`config.mk`:
```
export PLATFORM = sky130hd
export DESIGN_NAME = seq_alu
export DESIGN_NICKNAME = d
export VERILOG_FILES = /design/src/rtl/seq_alu_pkg.sv /design/src/rtl/seq_alu_logic.sv /design/src/rtl/seq_alu.sv
export SDC_FILE = /design/constraint.sdc
export NUM_CORES = 1
export LEC_CHECK = 0
export ABC_AREA = 1
export BUFFER_PORTS_ARGS = -buffer_cell sky130_fd_sc_hd__buf_4
export CORE_ASPECT_RATIO = 1.4
export CORE_MARGIN = 4
export CORE_UTILIZATION = 42
export DETAILED_ROUTE_END_ITERATION = 10
export GPL_ROUTABILITY_DRIVEN = 1
export HOLD_SLACK_MARGIN = 0.1
export PLACE_DENSITY_LB_ADDON = 0.12
export REMOVE_ABC_BUFFERS = 1
export SYNTH_ARGS = -nofsm -noshare
export SYNTH_HDL_FRONTEND = slang
export SYNTH_SLANG_ARGS = --single-unit
```
`constraint.sdc`:
```
create_clock -name clk -period 3.8 [get_ports clk]
set_input_delay 0.19 -clock clk [delete_from_list [all_inputs] [get_ports clk]]
set_output_delay 0.19 -clock clk [all_outputs]
set_load 0.05 [all_outputs]
```
`src/rtl/seq_alu_pkg.sv`:
```
// Shared definitions for the sequential ALU.
// Holds the opcode constants and the FSM state type used by seq_alu and seq_alu_logic.
// Optional feature macro: SEQ_ALU_DIV_EN (enables the iterative unsigned divider in seq_alu).
package seq_alu_pkg;

  localparam int unsigned OP_AND   = 0;
  localparam int unsigned OP_OR    = 1;
  localparam int unsigned OP_ADD   = 2;
  localparam int unsigned OP_XOR   = 3;
  localparam int unsigned OP_MULTU = 4;
  localparam int unsigned OP_DIVU  = 5;
  localparam int unsigned OP_SUB   = 6;
  localparam int unsigned OP_SLT   = 7;
  localparam int unsigned OP_SLTU  = 8;
  localparam int unsigned OP_NOR   = 12;

  typedef enum logic [1:0] {
    StIdle,
    StMul,
    StDiv,
    StDone
  } state_e;

endpackage

```
`src/rtl/seq_alu_logic.sv`:
```
// Combinational single-cycle operation unit of the sequential ALU.
// Ports:
//   alu_ctl_i  operation code
//   a_i, b_i   operands
//   res_o      result; 0 for MULTU/DIVU and unrecognised codes
// Optional feature macro: none here (SEQ_ALU_DIV_EN only affects seq_alu).
module seq_alu_logic
  import seq_alu_pkg::*;
#(
  parameter int unsigned WIDTH = 32,
  parameter int unsigned CTL_W = 4
) (
  input  logic [CTL_W-1:0] alu_ctl_i,
  input  logic [WIDTH-1:0] a_i,
  input  logic [WIDTH-1:0] b_i,
  output logic [WIDTH-1:0] res_o
);

  logic slt, sltu;

  assign slt  = $signed(a_i) < $signed(b_i);
  assign sltu = a_i < b_i;

  always_comb begin
    res_o = '0;
    case (alu_ctl_i)
      CTL_W'(OP_AND):  res_o = a_i & b_i;
      CTL_W'(OP_OR):   res_o = a_i | b_i;
      CTL_W'(OP_ADD):  res_o = a_i + b_i;
      CTL_W'(OP_XOR):  res_o = a_i ^ b_i;
      CTL_W'(OP_SUB):  res_o = a_i - b_i;
      CTL_W'(OP_SLT):  res_o = {{(WIDTH-1){1'b0}}, slt};
      CTL_W'(OP_SLTU): res_o = {{(WIDTH-1){1'b0}}, sltu};
      CTL_W'(OP_NOR):  res_o = ~(a_i | b_i);
      default:         res_o = '0;
    endcase
  end

endmodule

```
`src/rtl/seq_alu.sv`:
```
// Sequential ALU with iterative multiply (and optional divide) and HI/LO registers.
// Ports:
//   clk, reset            clock, synchronous active-high reset
//   in_valid, in_ready    request handshake (ready only when idle)
//   alu_ctl, a, b         opcode and operands, captured on accept
//   out_valid, out_ready  result handshake
//   result, zero          registered result and result==0 flag
//   hi, lo                architectural HI/LO registers (written by MULTU/DIVU only)
// Optional feature macro: SEQ_ALU_DIV_EN -- when defined, code 5 is a restoring DIVU;
// otherwise code 5 behaves as an unrecognised single-cycle opcode.
module seq_alu
  import seq_alu_pkg::*;
#(
  parameter int unsigned WIDTH = 32,
  parameter int unsigned CTL_W = 4
) (
  input  logic             clk,
  input  logic             reset,
  input  logic             in_valid,
  output logic             in_ready,
  input  logic [CTL_W-1:0] alu_ctl,
  input  logic [WIDTH-1:0] a,
  input  logic [WIDTH-1:0] b,
  output logic             out_valid,
  input  logic             out_ready,
  output logic [WIDTH-1:0] result,
  output logic             zero,
  output logic [WIDTH-1:0] hi,
  output logic [WIDTH-1:0] lo
);

  localparam int unsigned CntW = $clog2(WIDTH);

  state_e             state_q, state_d;
  // work_q: {partial product, multiplier} for MUL, {remainder, dividend/quotient} for DIV
  logic [2*WIDTH-1:0] work_q, work_d;
  logic [WIDTH-1:0]   opnd_q, opnd_d;
  logic [CntW-1:0]    cnt_q, cnt_d;
  logic [WIDTH-1:0]   result_q, result_d;
  logic               zero_q, zero_d;
  logic [WIDTH-1:0]   hi_q, hi_d;
  logic [WIDTH-1:0]   lo_q, lo_d;

  logic [WIDTH-1:0]   logic_res;
  logic [WIDTH:0]     mul_sum;
  logic [2*WIDTH-1:0] mul_next;

  seq_alu_logic #(
    .WIDTH(WIDTH),
    .CTL_W(CTL_W)
  ) u_logic (
    .alu_ctl_i(alu_ctl),
    .a_i      (a),
    .b_i      (b),
    .res_o    (logic_res)
  );

  // Shift-add step: add multiplicand into upper half when multiplier LSB set, then shift right.
  assign mul_sum  = {1'b0, work_q[2*WIDTH-1:WIDTH]} + (work_q[0] ? {1'b0, opnd_q} : '0);
  assign mul_next = {mul_sum, work_q[WIDTH-1:1]};

`ifdef SEQ_ALU_DIV_EN
  logic [WIDTH:0]     rem_sh, div_diff;
  logic [2*WIDTH-1:0] div_next;

  // Restoring step: shift next dividend bit into remainder, keep difference if no borrow.
  assign rem_sh   = {work_q[2*WIDTH-1:WIDTH], work_q[WIDTH-1]};
  assign div_diff = rem_sh - {1'b0, opnd_q};
  assign div_next = div_diff[WIDTH] ? {rem_sh[WIDTH-1:0], work_q[WIDTH-2:0], 1'b0}
                                    : {div_diff[WIDTH-1:0], work_q[WIDTH-2:0], 1'b1};
`endif

  always_comb begin
    state_d  = state_q;
    work_d   = work_q;
    opnd_d   = opnd_q;
    cnt_d    = cnt_q;
    result_d = result_q;
    zero_d   = zero_q;
    hi_d     = hi_q;
    lo_d     = lo_q;
    unique case (state_q)
      StIdle: begin
        if (in_valid) begin
          if (alu_ctl == CTL_W'(OP_MULTU)) begin
            state_d = StMul;
            work_d  = {{WIDTH{1'b0}}, b};
            opnd_d  = a;
            cnt_d   = '0;
          end
`ifdef SEQ_ALU_DIV_EN
          else if (alu_ctl == CTL_W'(OP_DIVU)) begin
            if (b == '0) begin
              state_d  = StDone;
              lo_d     = '1;
              hi_d     = a;
              result_d = '1;
              zero_d   = 1'b0;
            end else begin
              state_d = StDiv;
              work_d  = {{WIDTH{1'b0}}, a};
              opnd_d  = b;
              cnt_d   = '0;
            end
          end
`endif
          else begin
            state_d  = StDone;
            result_d = logic_res;
            zero_d   = (logic_res == '0);
          end
        end
      end
      StMul: begin
        work_d = mul_next;
        cnt_d  = cnt_q + CntW'(1);
        if (cnt_q == CntW'(WIDTH - 1)) begin
          state_d  = StDone;
          hi_d     = mul_next[2*WIDTH-1:WIDTH];
          lo_d     = mul_next[WIDTH-1:0];
          result_d = mul_next[WIDTH-1:0];
          zero_d   = (mul_next[WIDTH-1:0] == '0);
        end
      end
`ifdef SEQ_ALU_DIV_EN
      StDiv: begin
        work_d = div_next;
        cnt_d  = cnt_q + CntW'(1);
        if (cnt_q == CntW'(WIDTH - 1)) begin
          state_d  = StDone;
          hi_d     = div_next[2*WIDTH-1:WIDTH];
          lo_d     = div_next[WIDTH-1:0];
          result_d = div_next[WIDTH-1:0];
          zero_d   = (div_next[WIDTH-1:0] == '0);
        end
      end
`endif
      StDone: begin
        if (out_ready) state_d = StIdle;
      end
      default: state_d = StIdle;
    endcase
  end

  always_ff @(posedge clk) begin
    if (reset) begin
      state_q  <= StIdle;
      work_q   <= '0;
      opnd_q   <= '0;
      cnt_q    <= '0;
      result_q <= '0;
      zero_q   <= 1'b1;
      hi_q     <= '0;
      lo_q     <= '0;
    end else begin
      state_q  <= state_d;
      work_q   <= work_d;
      opnd_q   <= opnd_d;
      cnt_q    <= cnt_d;
      result_q <= result_d;
      zero_q   <= zero_d;
      hi_q     <= hi_d;
      lo_q     <= lo_d;
    end
  end

  assign in_ready  = (state_q == StIdle);
  assign out_valid = (state_q == StDone);
  assign result    = result_q;
  assign zero      = zero_q;
  assign hi        = hi_q;
  assign lo        = lo_q;

endmodule

```
==> summary.txt <==
Critical path
  • Worst Path Arrival: 3.80 ns
  • Worst-path maximum fanout: 4
  • CP Launch Type: input pin
  • Worst setup EP type: register
  • Crit path required time: between 4 and 5 ns
  • Crit path kind: input pin to register

Power and ir drop
  • Pwr per Cell Area: slightly above 300 nW/µm²
  • VDD IR max: between 200 and 300 µV
  • Total Power: between 5000 and 6000 µW
  • Pleak: 0.009557 µW

Placement
  • GPL Wtd Cong: ~1.1
  • Dpl cells: roughly 3200
  • Post-Place Worst Slack: between 0.6 and 0.7 ns
  • Placement Cell Area: between 15000 and 20000 µm²
  • Input/output buffers: 170
  • DP HPWL: 51690 µm

Yosys
  • Post-Syn Area: around 16000 µm²
  • Synth area leaders: dfxtp_1, nand2_1, ha_1
  • Mapped Cells: about 2600
  • Ys Warns: 0
  • Synth unique cells: 56
  • Average size of a mapped cell: between 6 and 7 µm²
  • Seq/Total Area, Yosys: between 20 and 25%
  • Count leader, synth: nand2_1
  • Yosys top cell area share: ~25%
  • Async set or reset register ratio after synthesis: 0%
  • EDFF count, synth: 0
  • Yosys reg bits: 200
  • Leading area contributor after synthesis: dfxtp_1
  • Post-synth top flop: dfxtp_1
  • Most frequent cells after synthesis: nand2_1, inv_1, dfxtp_1

Final layout
  • Final nets: ~3000
  • ANT cells: 0
  • Post-route insts no fill: ~3300
  • Design area: between 15000 and 20000 µm²
  • Layout cell share with drive strength beyond 1: under 10%
  • Area delta synth->final: 16.14%
  • Fill count: 4047

Clock network
  • Total clock sinks: 200
  • Clock Latency Late Sink: around 0.46 ns
  • Post-CTS Repair Setup Buffers: 0
  • Root Driver: clkbuf_16
  • H-tree depth: 4
  • CTS tree: built
  • CTS Buf Count: 17
  • Max Root-Sink Buffers: 2
  • Register clock-pin slew on the reported worst setup and hold paths: about 0.090 ns
  • # resized after CTS: 0
  • Cts hold-fix bufs: 59

Drt
  • Detail Route Antenna Nets: 0
  • Final wirelength: 66200 µm
  • Wirelength per Cell: between 20 and 25 µm
  • DRC viols: 0
  • Total number of vias: roughly 18000
  • 1st-iter DRT viols: 1769
  • Drt first pass iters: 5
  • Via/cell ratio: 5.589

Worst hold path
  • HP Class: input pin to register

GRT
  • Tot GR Track Use: between 30 and 40%
  • Vias in the first global route: about 17000
  • Remaining global-route overflow: 0
  • Initial antenna violation count: 2
  • Largest net degree at the start of global routing: 95
  • First-pass GRT wire length: 99800 µm

Die
  • Ports: ~170
  • Row cnt: 84
  • Starting Density: a little over two fifths
  • Die Height: about 240 µm
  • Core ar.: approximately 38000 µm²
  • DIE AREA: 41810 µm²
  • Die Width: between 150 and 200 µm

Timing
  • Max_slew headroom: 32.18%
  • Worst-Margin Slew: roughly 1 ns
  • Post-route setup slack: 0.4083 ns
  • Clock skew: 0.01553 ns
  • Tmin final: roughly 3.4 ns
  • RSZ-0062 raised after global routing: no
  • Slew Viols, Final: 0
  • Period utilization: 89.25%
  • Hold_ws: roughly 0.14 ns
  • Fmax: 294.8 MHz
  • Final Hold Fails: 0
  • Final Setup Violations: 0

Run status
  • Status: finished, final reports clean

Job
  • Maxcap violations: 0
cell families (layout without fill, tap and decap cells):
kind of cell             after synthesis  in the layout  synth area share [%]
AO/OA/AOI/OAI                        552            552                 19.48
AND/OR/NAND/NOR                     1222           1222                 31.38
flip-flops                           200            200                 24.72
buffers and inverters                498            652                 12.37
XOR/XNOR                              26             26                 1.406
adder cells (fa/ha/maj)              136            136                 10.65
stage by stage:
stage	util (%)	TNS [ns]
3_3_place_gp	46.54	0
2_1_floorplan	-	-248.79
5_1_grt	49.71	0
6_report	49.71	0
4_1_cts	49.71	0
3_5_place_dp	46.54	0
cell type report:
cell class / count / area, µm² / area share (%)
Multi-Input combinational cell: 1936 / 10220 / 54.32
Sequential cell: 200 / 4004 / 21.29
Inverter: 380 / 1426 / 7.584
Tap cell: 473 / 591.8 / 3.147
Timing Repair Buffer: 240 / 1962 / 10.43
Clock inverter: 15 / 182.7 / 0.9713
Clock buffer: 17 / 425.4 / 2.262
routing by layer:
metal / wire [µm] / track usage [%]
met1: 26530 / 37.43
met3: 4173 / 3.350
met5: 27 / 0
met4: 4129 / 16.93
met2: 31340 / 52.99
registers in the layout, indices dropped and copies added (netlist names):
register and cells:
cnt_q 5, hi 32, lo 32, opnd_q 32, result 32, state_q 2, work_q 64, zero 1
critical path, cell delays in order:
cell	delay (ns)
dlygate4sd3_1	0.55
buf_4	0.13
ha_1	0.22
inv_1	0.09
fa_1	0.39
inv_1	0.22
nand3_1	0.14
nand3_1	0.16
nand2_1	0.08
nand2_1	0.16
nand2_1	0.09
nand2_1	0.10
nand2_1	0.08
nand2_1	0.09
nand2_1	0.05
nand3_1	0.08
nand3_1	0.11
nor2_1	0.37
nand2_1	0.12
nor2_1	0.11
nand2_1	0.07
nand2_1	0.06
nand2_1	0.05
nand2_1	0.08
path summary, 6_finish.rpt:
path | start | slack [ns] | depth (start not counted) | end
worst max-delay path | b[0] | 0.41 | 24 | zero
worst min-delay path | a[1] | 0.14 | 3 | opnd_q[1]
worst max register to register | state_q[1] | 0.61 | 6 | opnd_q[8]
worst min register to register | lo[12] | 0.46 | 2 | lo[12]
cells in the final DEF, fill, tap and decap left out, types with 5 or more instances in the layout:
cell type	instances
nor2_1	190
inv_2	11
o21ai_1	6
o21ai_0	180
nand4_1	35
o221ai_1	10
o22ai_1	13
a31oi_1	65
nor2_4	5
nor4_1	13
ha_1	133
o21bai_1	35
a21oi_2	5
a21oi_1	196
nand2_2	5
a211oi_1	10
dfxtp_1	200
dlygate4sd3_1	59
nand3_1	163
buf_4	180
xnor2_1	7
xor2_1	19
a221oi_1	5
a21o_1	5
inv_1	369
nand2_1	765
o211ai_1	7
nor3_1	20
clkbuf_16	17
where the power goes:
group / total, µW / switching, µW / internal [µW] / leakage (µW)
Combinational: 1720 / 1220 / 500 / 0.00764
Sequential: 2270 / 88.3 / 2180 / 0.00162
Clock: 1880 / 933 / 945 / 0.000293
Total: 5860 / 2240 / 3630 / 0.00956
(Power assumes the default switching activity.)
